**src/rtl/alu_pkg.sv**
```systemverilog
// ALU pipeline shared definitions.
// Funct codes and flag bit positions.
package alu_pkg;

  localparam logic [5:0] OP_ADD  = 6'b100000;
  localparam logic [5:0] OP_SUB  = 6'b100010;
  localparam logic [5:0] OP_AND  = 6'b100100;
  localparam logic [5:0] OP_OR   = 6'b100101;
  localparam logic [5:0] OP_XOR  = 6'b100110;
  localparam logic [5:0] OP_NOR  = 6'b100111;
  localparam logic [5:0] OP_SRA  = 6'b000011;
  localparam logic [5:0] OP_SRL  = 6'b000010;
  localparam logic [5:0] OP_SLT  = 6'b101010;
  localparam logic [5:0] OP_SLTU = 6'b101011;

  localparam int FLG_N = 3;
  localparam int FLG_Z = 2;
  localparam int FLG_C = 1;
  localparam int FLG_V = 0;

endpackage

```
**src/rtl/alu_core.sv**
```systemverilog
// Combinational ALU datapath with N/Z/C/V flags.
// SLT/SLTU decode only when ALU_SLT_EN is defined.
module alu_core
  import alu_pkg::*;
#(
  parameter int NBITS = 8
) (
  input  logic [NBITS-1:0] in_a,
  input  logic [NBITS-1:0] in_b,
  input  logic [5:0]       in_op,
  output logic [NBITS-1:0] r,
  output logic [3:0]       flags,
  output logic             illegal
);

  localparam int SHW = $clog2(NBITS);
  localparam int M   = NBITS - 1;

  logic [NBITS:0] sum;
  logic [NBITS:0] dif;
  logic [SHW-1:0] sh;
  logic           c;
  logic           v;

  // Decode funct, compute result and carry/overflow.
  always_comb begin
    sum     = {1'b0, in_a} + {1'b0, in_b};
    dif     = {1'b0, in_a} - {1'b0, in_b};
    sh      = in_b[SHW-1:0];
    r       = '0;
    c       = 1'b0;
    v       = 1'b0;
    illegal = 1'b0;
    unique case (in_op)
      OP_ADD: begin
        r = sum[M:0];
        c = sum[NBITS];
        v = (in_a[M] == in_b[M]) &&
            (sum[M] != in_a[M]);
      end
      OP_SUB: begin
        r = dif[M:0];
        c = !dif[NBITS];
        v = (in_a[M] != in_b[M]) &&
            (dif[M] != in_a[M]);
      end
      OP_AND: r = in_a & in_b;
      OP_OR:  r = in_a | in_b;
      OP_XOR: r = in_a ^ in_b;
      OP_NOR: r = ~(in_a | in_b);
      OP_SRA: r = $unsigned($signed(in_a) >>> sh);
      OP_SRL: r = in_a >> sh;
`ifdef ALU_SLT_EN
      OP_SLT:
        r = {{(NBITS-1){1'b0}},
             $signed(in_a) < $signed(in_b)};
      OP_SLTU:
        r = {{(NBITS-1){1'b0}}, in_a < in_b};
`endif
      default: illegal = 1'b1;
    endcase
    flags        = '0;
    flags[FLG_N] = r[M];
    flags[FLG_Z] = (r == '0);
    flags[FLG_C] = c;
    flags[FLG_V] = v;
  end

endmodule

```
**src/rtl/alu_pipe.sv**
```systemverilog
// Two-stage valid/ready pipelined ALU.
// Optional SLT/SLTU via the ALU_SLT_EN macro.
module alu_pipe
  import alu_pkg::*;
#(
  parameter int NBITS = 8
) (
  input  logic             clk,
  input  logic             reset,
  input  logic             in_valid,
  output logic             in_ready,
  input  logic [NBITS-1:0] in_a,
  input  logic [NBITS-1:0] in_b,
  input  logic [5:0]       in_op,
  output logic             out_valid,
  input  logic             out_ready,
  output logic [NBITS-1:0] out_r,
  output logic [3:0]       out_flags,
  output logic             out_illegal
);

  logic             s1_valid;
  logic [NBITS-1:0] s1_a;
  logic [NBITS-1:0] s1_b;
  logic [5:0]       s1_op;
  logic             s2_adv;
  logic [NBITS-1:0] c_r;
  logic [3:0]       c_flags;
  logic             c_ill;

  assign s2_adv   = s1_valid & (!out_valid | out_ready);
  assign in_ready = !s1_valid | s2_adv;

  alu_core #(.NBITS(NBITS)) u_core (
    .in_a    (s1_a),
    .in_b    (s1_b),
    .in_op   (s1_op),
    .r       (c_r),
    .flags   (c_flags),
    .illegal (c_ill)
  );

  // S1: capture operands on input handshake.
  always_ff @(posedge clk) begin
    if (reset) begin
      s1_valid <= 1'b0;
      s1_a     <= '0;
      s1_b     <= '0;
      s1_op    <= '0;
    end else if (in_valid && in_ready) begin
      s1_valid <= 1'b1;
      s1_a     <= in_a;
      s1_b     <= in_b;
      s1_op    <= in_op;
    end else if (s2_adv) begin
      s1_valid <= 1'b0;
    end
  end

  // S2: register result, hold while stalled.
  always_ff @(posedge clk) begin
    if (reset) begin
      out_valid   <= 1'b0;
      out_r       <= '0;
      out_flags   <= '0;
      out_illegal <= 1'b0;
    end else if (s2_adv) begin
      out_valid   <= 1'b1;
      out_r       <= c_r;
      out_flags   <= c_flags;
      out_illegal <= c_ill;
    end else if (out_ready) begin
      out_valid   <= 1'b0;
    end
  end

endmodule

```
**config.mk**
```make
export PLATFORM = sky130hd
export DESIGN_NAME = alu_pipe
export DESIGN_NICKNAME = d
export VERILOG_FILES = /design/src/rtl/alu_pkg.sv /design/src/rtl/alu_core.sv /design/src/rtl/alu_pipe.sv
export SDC_FILE = /design/constraint.sdc
export NUM_CORES = 1
export LEC_CHECK = 0
export BUFFER_PORTS_ARGS = -buffer_cell sky130_fd_sc_hd__buf_2
export CAP_MARGIN = 15
export CORE_ASPECT_RATIO = 1.1
export CORE_MARGIN = 2
export CORE_UTILIZATION = 55
export CTS_BUF_LIST = sky130_fd_sc_hd__clkbuf_8 sky130_fd_sc_hd__clkbuf_16
export DETAILED_ROUTE_END_ITERATION = 6
export PLACE_DENSITY = 0.84
export SYNTH_ARGS = -nofsm -noshare
export SYNTH_HDL_FRONTEND = slang
export SYNTH_HIERARCHICAL = 1
export SYNTH_SLANG_ARGS = --single-unit
export TNS_END_PERCENT = 20
```
**constraint.sdc**
```tcl
create_clock -name clk -period 3.7 [get_ports clk]
set_input_delay 0.74 -clock clk [delete_from_list [all_inputs] [get_ports clk]]
set_output_delay 0.74 -clock clk [all_outputs]
set_load 0.01 [all_outputs]
```
==> impl_metrics.tcl <==
set metrics [dict create \
    ant_nets 0 \
    drv_cap 0 \
    drt-total-wl_um 7510 \
    hold_class "reg -> reg" \
    hold_buffers 0 \
    rows 29 \
    synth_edf_count 0 \
    slew-limit-headroom_pct 36.9 \
    viasPerCell 5.88 \
    ys_types 61 \
    portBuffers 40 \
    track_usage_pct 23.4 \
    synth_cells 381 \
    cts_setup_buffers 0 \
    drc 0 \
    final_nets 453 \
    synth_top_cell_area_share_pct 22.8 \
    p_leak_nw 1.46 \
    cts_root_buffer "clkbuf_8" \
    num_antenna_cells 0 \
    synthesis.nets 433 \
    core_mm2 0.00573 \
    ios 41 \
    h-tree-depth 2 \
    synth_ff_type "dfxtp_1" \
    worstSetupPathType "reg -> reg" \
    slew_violations 0 \
    synthTopCellsByArea "dfxtp_1 (23%), ha_1 (9.2%), mux2i_1 (9.2%), nand2b_1 (9.0%), a21oi_1 (3.7%)" \
    first_global_vias 2541 \
    power_w 0.00104 \
    route.vias.total 2811 \
    status "completed" \
    multi_input_area_mm2 0.00223 \
    yosysTopAreaCell "dfxtp_1" \
    worstSetupEndpointType "flip-flop" \
    tightestPinTransition_ns 0.944 \
    grt_pass1_wl_um 12200 \
    critPathArrivalTime_ns 3.27 \
    ir_worst_vdd_uv 220 \
    cp_max_fo 6 \
    ctsResizeCount 0 \
    cts_made_buffers 5 \
    gp_congestion 0.985 \
    fmax_ghz 0.327 \
    overflow 0 \
    fp.dieW_um 77.4 \
    grt_max_degree 60 \
    dr.pass1.iters 5 \
    clk_path_buf_depth 2 \
    p_per_area_mw_per_mm2 302 \
    n_fill_cell 525 \
    finalSetupViolations 0 \
    async_flop_share_pct 0 \
    area_growth_pct 6.15 \
    fp.dieArea_mm2 0.00655 \
    dpl.hpwl_um 5620 \
    cts_sinks 37 \
    final_common_cell "nand2b_1" \
    die_h_um 84.7 \
    ff_latch_area_um2 741 \
    critical_path_required_ns 3.92 \
    final_cell_mix "nand2b_1 (47), buf_2 (40), dfxtp_1 (37), mux2i_1 (30)" \
    wl_per_cell_um 15.7 \
    tns_ns 0 \
    synth_seq_cells 37 \
    yosys_warnings 6 \
    path_clk_slew_ns 0.08 \
    clock_latency_ns 0.30 \
    initial_utilization_pct 56.8 \
    finalClockSkew_ns 0.00959 \
    synth_area_mm2 0.00326 \
    hold_viol_final 0 \
    ys_seq_area_share_pct 22.8 \
    fin_crit_sh_pct 82.5 \
    drtIter0Drc 302 \
    critPathLaunchType "flip-flop" \
    rsz0062_at_grt "false" \
    antenna_found_initial 0 \
    drive_gt1_share_pct 16.2 \
    min_period_ns 3.05 \
    synth.avg_cell_area_um2 8.54 \
    cts_tree "done" \
]
synth_stat cells, types with 2 or more instances:
master     instances
a211o_1            3
a2111oi_0          2
clkbuf_1           6
mux2_2             4
nand2b_1          47
nand2_1           11
ha_1              24
o21ai_1            5
mux4_1             2
nand4_1            3
nand3_1           20
nor3_1             4
or3_1              3
fa_1               2
buf_6              3
mux4_2             3
xnor2_1           10
buf_2             11
xor2_1             3
a21o_1             4
o211ai_1           4
mux2i_1           30
inv_1             20
a31oi_1            2
o22ai_1            2
buf_8              3
o21ai_0           20
a21oi_1           24
a211oi_1           9
or2_2              2
buf_4              6
or4_1              2
nor2b_1            7
o21bai_1           2
o221ai_1           2
nor2_1            15
dfxtp_1           37
worst max-delay path, cell delays in order, from the launching register on:
cell,delay [ns]
dfxtp_1,0.46
inv_1,0.14
ha_1,0.36
o21ba_1,0.21
or4_4,0.44
nor4bb_1,0.15
or4_1,0.48
a31o_1,0.26
nor4_2,0.25
nand3_1,0.10
a21oi_1,0.14
state kept, by name (all words and copies together) (netlist names):
register / flops
s1_valid: 1
s1_b: 8
out_flags: 4
out_r: 8
s1_op: 6
out_illegal: 1
s1_a: 8
out_valid: 1
report_power, final:
part	internal, W	switching, W
clock network	0.000147	0.000153
registers	0.000418	0.0000350
logic	0.000133	0.000158
cell families (layout without fill, tap and decap cells):
logic type               after synthesis  in the layout  share of synthesized area [%]
buffers and inverters                 50             70                           8.61
AND/OR/NAND/NOR                      123            123                           21.6
flip-flops                            37             37                           22.8
adder cells (fa/ha/maj)               26             26                           10.5
multiplexers                          39             39                           14.3
AO/OA/AOI/OAI                         93             93                           18.8
XOR/XNOR                              13             13                           3.50
worst paths after layout:
path / slack [ns] / to / from / cells after the start
setup / recovery: 0.65 / out_flags[2]$_SDFFE_PP0P_ / s1_a[1]$_SDFFE_PP0P_ / 10
hold / removal: 0.47 / out_r[5]$_SDFFE_PP0P_ / out_r[5]$_SDFFE_PP0P_ / 2
setup reg to reg: 0.65 / out_flags[2]$_SDFFE_PP0P_ / s1_a[1]$_SDFFE_PP0P_ / 10
hold reg to reg: 0.47 / out_r[5]$_SDFFE_PP0P_ / out_r[5]$_SDFFE_PP0P_ / 2
metal layers:
layer	global-route usage [%]	share of wire [%]	up-vias
met3	2.69	5.8	22
met5	0	0	-
met4	13.6	4.0	0
met1	29.8	43	1293
met2	38.3	47	116
li1	-	-	1380
layout make-up:
| cell class | instances | area share [%] |
|---|---|---|
| Multi-Input combinational cell | 294 | 64.7 |
| Clock inverter | 1 | 0.217 |
| Sequential cell | 37 | 21.4 |
| Tap cell | 77 | 2.79 |
| Timing Repair Buffer | 42 | 6.23 |
| Clock buffer | 6 | 2.39 |
| Inverter | 21 | 2.28 |
metrics by stage:
stage | hold WS [ns] | utilization [%] | setup WS, ns | instance area (um^2) | std cells
after floorplan | 0.445 | - | 0.833 | 3260 | 381
after global placement | 0.458 | 58.7 | 0.787 | 3370 | 471
after CTS | 0.477 | 60.3 | 0.667 | 3460 | 478
final | 0.474 | 60.3 | 0.646 | 3460 | 478
after detailed placement | 0.467 | 58.7 | 0.709 | 3370 | 471
after global routing | 0.495 | 60.3 | 0.463 | 3460 | 478
Note: power is estimated with default switching activity, not from simulation.
